`src/rtl/mem_port_arbiter.sv`:
```
// mem_port_arbiter: shares one memory bus between the fetch (I) and load/store (D) ports,
// D-priority with a starvation bound for I, and fetch results that a redirect discards.
module mem_port_arbiter #(
  parameter int STARVE_MAX = 4
) (
  input  logic        clk,
  input  logic        rst,
  input  logic        i_req,
  input  logic [63:0] i_addr,
  input  logic        i_flush,
  output logic        i_valid,
  output logic [63:0] i_rdata,
  input  logic        d_req,
  input  logic        d_write,
  input  logic [63:0] d_addr,
  input  logic [63:0] d_wdata,
  input  logic [2:0]  d_funct3,
  output logic        d_valid,
  output logic [63:0] d_rdata,
  output logic        m_req,
  output logic        m_write,
  output logic [63:0] m_addr,
  output logic [63:0] m_wdata,
  output logic [2:0]  m_funct3,
  input  logic        m_ack,
  input  logic [63:0] m_rdata
);
  localparam int CW = $clog2(STARVE_MAX + 1);
  localparam logic [CW-1:0] SMAX = CW'(STARVE_MAX);
  typedef enum logic [1:0] {IDLE, I_BUSY, D_BUSY, I_DROP} state_t;
  state_t state, state_nx;
  logic [CW-1:0] starve, starve_nx;
  logic grant_i, grant_d;
  always_comb begin
    grant_i = state == IDLE && i_req && (!d_req || starve == SMAX);
    grant_d = state == IDLE && d_req && !grant_i;
    state_nx = state;
    starve_nx = starve;
    if (state == IDLE) begin
      state_nx = grant_i ? I_BUSY : grant_d ? D_BUSY : IDLE;
      starve_nx = (grant_i || !i_req) ? '0 : (starve == SMAX) ? starve : starve + 1'b1;
    end else if (m_ack)
      state_nx = IDLE;
    else if (state == I_BUSY && i_flush)
      state_nx = I_DROP;
  end
  always_ff @(posedge clk) begin
    if (rst) begin
      state    <= IDLE;
      starve   <= '0;
      m_write  <= 1'b0;
      m_addr   <= '0;
      m_wdata  <= '0;
      m_funct3 <= '0;
    end else begin
      state  <= state_nx;
      starve <= starve_nx;
      if (grant_d) begin
        m_write  <= d_write;
        m_addr   <= d_addr;
        m_wdata  <= d_wdata;
        m_funct3 <= d_funct3;
      end else if (grant_i) begin
        m_write  <= 1'b0;
        m_addr   <= i_addr;
        m_wdata  <= '0;
        m_funct3 <= 3'b011;
      end
    end
  end
  // The bus transaction stays requested through I_DROP; only the fetch result is discarded.
  assign m_req   = !rst && state != IDLE;
  assign i_valid = !rst && state == I_BUSY && m_ack && !i_flush;
  assign d_valid = !rst && state == D_BUSY && m_ack;
  assign i_rdata = i_valid ? m_rdata : '0;
  assign d_rdata = d_valid ? m_rdata : '0;
endmodule

```
`config.mk`:
```
export PLATFORM = sky130hd
export DESIGN_NAME = mem_port_arbiter
export DESIGN_NICKNAME = d
export VERILOG_FILES = /design/src/rtl/mem_port_arbiter.sv
export SDC_FILE = /design/constraint.sdc
export NUM_CORES = 1
export LEC_CHECK = 0
export ABC_CLOCK_PERIOD_IN_PS = 1600
export CORE_AREA = 2 2 206 208
export CTS_CLUSTER_DIAMETER = 40
export CTS_CLUSTER_SIZE = 8
export DETAILED_ROUTE_END_ITERATION = 16
export DIE_AREA = 0 0 208 210
export PLACE_DENSITY = 0.5
export SLEW_MARGIN = 20
export SYNTH_ARGS = -nofsm -noshare
export SYNTH_HDL_FRONTEND = slang
export SYNTH_SLANG_ARGS = --single-unit
```
`constraint.sdc`:
```
create_clock -name clk -period 1.6 [get_ports clk]
set_clock_uncertainty 0.15 [all_clocks]
set_input_delay 0.16 -clock clk [delete_from_list [all_inputs] [get_ports clk]]
set_output_delay 0.16 -clock clk [all_outputs]
set_load 0.05 [all_outputs]
```
==> summary.md, run 1 <==
| Metric | Value |
|---|---|
| IO buf count | 528 |
| Maximum VDD drop | 734 uV |
| Worst Hold Class | input port to flop |
| Minimum clock period | 2.20 ns |
| Setup-failing EPs final | 267 |
| Post-synthesis register bit count | 137 |
| Synth Flop Type | dfxtp_1 |
| CTS tree | done |
| Hold Crit Depth | 3 |
| DP HPWL | 31.9 mm |
| Max Cap Violations | 0 |
| Post-synth EDFFs | 0 |
| Die width | 208 um |
| Final hold violation count | 0 |
| Syn_area_per_cell | 8.14 um^2 |
| # fillers | 3729 |
| Fmax | 455 MHz |
| Register-to-register setup slack | -0.36 ns |
| Largest net degree at the start of global routing | 56 |
| Core area | 41500 um^2 |
| Leakage | 7.32 nW |
| Row cnt | 75 |
| Post-synth ARST share | 0 |
| DRT Pass-1 Iters | 5 |
| GR met2 Demand/Resource | 0.387 |
| Layout area overhead | 185% |
| CP max FO | 6 |
| Share of cells above drive strength 1 | 0.612 |
| Worst reg2reg path depth | 8 |
| Vias in the first global route | 9669 |
| Most numerous cell in the Yosys netlist | dfxtp_1 |
| PwrDens | 756 nW/um^2 |
| Met1 GRT Util | 0.220 |
| Root Buffer | clkbuf_16 |
| Global-route wire length before repair | 66.8 mm |
| Top cells by area, synth | dfxtp_1 (39%), and2_1 (11%), a21oi_1 (9.5%) |
| Largest stage delay on the critical path | 0.34 ns |
| Final slew viol count | 0 |
| Status | finished with violations |
| H-tree levels | 4 |
| Ys Warns | 0 |
| 1st-iter DRT viols | 419 |
| Grt total ovfl | 0 |
| Slew @ Worst Pin | 0.987 ns |
| Failing checks | setup timing |
| Worst path slowest cell | nor4bb_4 |
| Io pins | 529 |
| CP endpoint kind | output port |
| Synth area leader | dfxtp_1 |
| Drt via density | 4.71 |
| Post-synthesis sequential area ratio | 0.389 |
| Synth unique cells | 33 |
| Synth top area share | 0.389 |
| Die area | 43700 um^2 |
| RSZ-0062 raised after global routing | true |
| Worst setup SP type | flop |
| Total CTS buffers | 17 |
| Kind of critical path | flop to output port |
| Clk sinks | 137 |
| DR vias | 9602 |
| Antenna violations before repair | 13 |
| Total power | 0.0152 W |
| Bufs on Longest Clock Path | 2 |
| Cell area after synthesis | 7060 um^2 |
| Busiest grt layer | met2 |
| Antenna violation net count after detailed routing | 0 |
| Most frequent cells after synthesis | dfxtp_1 (137), a21oi_1 (134), nor3_1 (129) |
| WL per Instance | 23.9 um |
| Clk_lat worst skew | 0.45 ns |
| Final #Nets | 1749 |
| Syn Inst Count | 867 |
| Total track usage | 0.207 |
| Die Height | 210 um |
| CP arrival | 1.89 ns |
| DR DRC count | 0 |
| Reg clk slew, reported paths | 0.06 ns |
| Worst rel slew slack | 0.342 |
| Drt total wl | 48.8 mm |
| Setup TNS | -106.09 ns |
| Final WS setup | -0.596 ns |
| Syn Nets | 1135 |
| Placer Congestion | 0.870 |
| Crit path required time | 1.29 ns |
| Hold slack | 0.122 ns |
| M3 GR Usage | 0.0621 |
| Starting Density | 0.170 |
| Tcrit/Tclk final | 1.37 |
| Worst-path cell chain | buf_6 -> nor4bb_4 -> buf_4 -> clkbuf_16 -> and2_4 -> buf_12 |
==> layout by cell type, fill, tap and decap left out, drive strengths merged, types with 2 or more instances in the layout <==
cell type,Yosys,final
dfxtp,137,137
clkinv,0,3
bufinv,0,5
and2,128,128
nor3,129,129
clkinvlp,0,3
nand2,4,5
o221a,2,2
buf,42,426
o21ai,66,66
nor2,5,5
a2111oi,64,64
ha,2,2
clkbuf,67,32
diode,0,7
nand4,2,2
inv,3,3
a21oi,134,134
nor4b,2,2
clkdlybuf4s50,0,264
nand3,67,67
or2,2,2
==> layer usage <==
layer / part of all wire / wire length [um] / vias to the layer above
met4: 0.027 / 1300 / 12
met1: 0.36 / 17400 / 4703
met5: 0.0016 / 80 / -
met3: 0.066 / 3220 / 67
met2: 0.55 / 26800 / 389
li1: - / - / 4431
==> registers in the layout, indices dropped and copies added (netlist names) <==
| signal | cells |
|---|---|
| m_addr | 64 |
| m_wdata | 64 |
| state | 2 |
| m_funct3 | 3 |
| m_write | 1 |
| starve | 3 |
==> worst max-delay path: cells and delay by family, from the launching register on <==
| kind | cells | cell delay (ns) |
|---|---|---|
| flops | 1 | 0.33 |
| simple gates | 2 | 0.49 |
| buf+inv | 4 | 0.61 |
==> through the flow <==
step	util	setup slack [ns]	instances	cell area, um^2
after CTS	0.443	-0.625	2013	18400
after floorplan	-	-0.106	867	7710
after global placement	0.363	-0.500	1901	15100
final	0.486	-0.596	2040	20100
after detailed placement	0.363	-0.536	1901	15100
after global routing	0.486	-0.697	2039	20100
==> where the power goes <==
group	leakage, nW	internal [W]	total (W)	switching (W)
combinational	5.88	0.00313	0.00676	0.00362
sequential	1.13	0.00373	0.00396	0.000231
clock	0.304	0.00281	0.00451	0.00170
total	7.32	0.00967	0.0152	0.00555
==> area by class of cell <==
cell class | instances | area [um^2] | share of cell area
Antenna cell | 7 | 17.5 | 0.000869
Clock buffer | 21 | 450 | 0.0224
Clock inverter | 11 | 195 | 0.00969
Inverter | 3 | 11.3 | 0.000559
Multi-Input combinational cell | 619 | 6790 | 0.337
Sequential cell | 137 | 2750 | 0.136
Tap cell | 539 | 674 | 0.0335
Timing Repair Buffer | 703 | 9260 | 0.460
==> worst paths after layout <==
path / startpoint / endpoint
max: state[0] / d_rdata[4]
min: d_wdata[12] / m_wdata[12]
max reg2reg: state[0] / m_addr[50]
min reg2reg: m_wdata[61] / m_wdata[61]
==> what timing repair did <==
item | in CTS | in global routing
endpoints found under the setup margin | 264 | 267
hold buffers | 1 | 0
pin swaps | 142 | 97
gates resized for setup | 347 | 280
cloned | 37 | 13
endpoints found under the hold margin | 2 | 0
buffers inserted | 43 | 27
==> cells by family (layout without fill, tap and decap cells) <==
family | Yosys count | in the layout | share of synthesized area
DFF | 137 | 137 | 0.389
adders and majority gates | 2 | 2 | 0.00355
other | 0 | 7 | 0
buffers and inverters | 112 | 738 | 0.0723
and+or+nand+nor | 347 | 348 | 0.274
AOI/OAI and AO/OA | 269 | 269 | 0.262
Note: power is estimated with default switching activity, not from simulation.
==> run 2, diff against run 1 <==
--- a/config.mk
+++ b/config.mk
@@ -11,6 +11,7 @@
 export CTS_CLUSTER_SIZE = 8
 export DETAILED_ROUTE_END_ITERATION = 16
 export DIE_AREA = 0 0 208 210
+export GPL_TIMING_DRIVEN = 0
 export PLACE_DENSITY = 0.5
 export SLEW_MARGIN = 20
 export SYNTH_ARGS = -nofsm -noshare
==> run 2 against run 1 <==
Compared with the run above: non-clock buffer count down 25; via count down 3.8%; the flow still finishes with violations (setup timing); first-iteration DRC count down 7.4%.
==> summary.md, run 2 (synthesis results as in run 1) <==
| Metric | Value |
|---|---|
| Root Buffer | clkbuf_16 |
| Total CTS buffers | 17 |
| Max Cap Violations | 0 |
| Minimum clock period | 2.18 ns |
| PwrDens | 813 nW/um^2 |
| RSZ-0062 raised after global routing | true |
| Status | finished with violations |
| Setup-failing EPs final | 396 |
| 1st-iter DRT viols | 388 |
| DR DRC count | 0 |
| Drt via density | 4.59 |
| Fin area | 17100 um^2 |
| IO buf count | 528 |
| Placed cell count | 1934 |
| Maximum VDD drop | 686 uV |
| Fmax | 459 MHz |
| Final #Nets | 1724 |
| Met1 GRT Util | 0.207 |
| Most frequent cells in the layout | clkdlybuf4s50_1 (393), dfxtp_1 (135), buf_8 (131) |
| Io pins | 529 |
| Slew @ Worst Pin | 1.13 ns |
| WL per Instance | 22.6 um |
| Grt total ovfl | 0 |
| Drt total wl | 45.5 mm |
| Kind of critical path | flop to output port |
| Core area | 41500 um^2 |
| Bufs on Longest Clock Path | 2 |
| Antenna violations before repair | 9 |
| Reg2reg start | state[0] |
| Total track usage | 0.199 |
| Clk_lat worst skew | 0.45 ns |
| Global-route wire length before repair | 64.4 mm |
| Starting Density | 0.170 |
| CP max FO | 8 |
| Layout area overhead | 143% |
| Largest net degree at the start of global routing | 17 |
| Worst Hold Class | input port to flop |
| DR vias | 9241 |
| Die Height | 210 um |
| Tcrit/Tclk final | 1.36 |
| Final hold violation count | 0 |
| Launch point of the worst path | state[0] |
| Row cnt | 75 |
| Worst rel slew slack | 0.249 |
| Placed Area | 13700 um^2 |
| # fillers | 3961 |
| CP endpoint kind | output port |
| Leakage | 6.32 nW |
| Crit path required time | 1.29 ns |
| Antenna violation net count after detailed routing | 0 |
| Die width | 208 um |
| Clk sinks | 137 |
| Failing checks | setup timing |
| Hold Crit Start | m_ack |
| Worst setup SP type | flop |
| Vias in the first global route | 9563 |
| Biggest regs | m_addr: 64 flops, m_wdata: 64 flops |
| CTS tree | done |
| GR met2 Demand/Resource | 0.376 |
| Final WS setup | -0.578 ns |
| Busiest grt layer | met2 |
| Reg clk slew, reported paths | 0.06 ns |
| Share of cells above drive strength 1 | 0.396 |
| Final slew viol count | 0 |
| Final cell count without fillers | 2012 |
| DP HPWL | 34.5 mm |
| Most common cell after layout, fill and taps aside | clkdlybuf4s50_1 |
| H-tree levels | 4 |
| Placer Congestion | 0.912 |
| Die area | 43700 um^2 |
| DRT Pass-1 Iters | 5 |
| M3 GR Usage | 0.0569 |
| CP arrival | 1.87 ns |
## run 2: cell types whose count changed in the layout (fill, tap and decap cells not counted), sizes merged, moves of 2 or more
cell           before  now
buf               426  208
clkdlybuf4s50     264  393
clkbuf             32   93
bufbuf              1    3
clkinvlp            3    1
diode               7    5
## run 2: metal layers
layer | wire length, um | part of all wire
met2 | 24600 | 0.54
met4 | 1460 | 0.032
met1 | 16600 | 0.36
met3 | 2790 | 0.061
met5 | 48 | 0.0011
## run 2: cell type report
cell class                 instances  area, um^2  area share
buffer                           105        1130      0.0663
antenna                            5        12.5    0.000731
clock inverter                    11         219      0.0128
clock buffer                      20         457      0.0267
tap                              539         674      0.0394
timing repair buffer             573        6660       0.389
inverter                           3        11.3    0.000657
sequential                       137        2750       0.160
multi-input combinational        619        5210       0.304
## run 2: stage by stage
step | utilization | power, W | setup TNS, ns | hold WS, ns | setup WS [ns]
after floorplan | - | 0.00644 | -4.33 | 0.158 | -0.106
after global placement | 0.329 | 0.00836 | -310.93 | 0.310 | -1.47
after detailed placement | 0.329 | 0.00838 | -318.64 | 0.318 | -1.52
after CTS | 0.399 | 0.0138 | -178.26 | 0.0928 | -0.685
after global routing | 0.413 | 0.0144 | -182.20 | 0.0457 | -0.675
final | 0.413 | 0.0139 | -148.11 | 0.0240 | -0.578
## run 2: critical path, stage by stage, from the launching register on
cell	delay, ns
dfxtp_2	0.35
nor4bb_4	0.28
buf_6	0.17
clkbuf_16	0.17
clkbuf_16	0.14
and2_4	0.15
buf_8	0.14
## run 2: timing repair
item / in CTS / in global routing
gates cloned: 19 / 2
pin swaps: 17 / 24
endpoints found under the setup margin: 400 / 400
hold buffers: 0 / 0
buffers inserted: 19 / 6
resized for setup: 1252 / 151
## run 2: worst paths after layout
check	to	slack (ns)	cells past startpoint
worst max-delay path	d_rdata[20]	-0.58	6
worst min-delay path	state[0]	0.02	3
worst max register to register	m_addr[49]	-0.40	6
worst min register to register	m_wdata[50]	0.32	2
## run 2: power by group
| part | switching [W] | total (W) | leakage [nW] | internal [W] |
|---|---|---|---|---|
| clock | 0.00165 | 0.00465 | 0.326 | 0.00300 |
| combinational | 0.00300 | 0.00536 | 4.86 | 0.00236 |
| sequential | 0.000177 | 0.00391 | 1.13 | 0.00373 |
| total | 0.00483 | 0.0139 | 6.32 | 0.00909 |
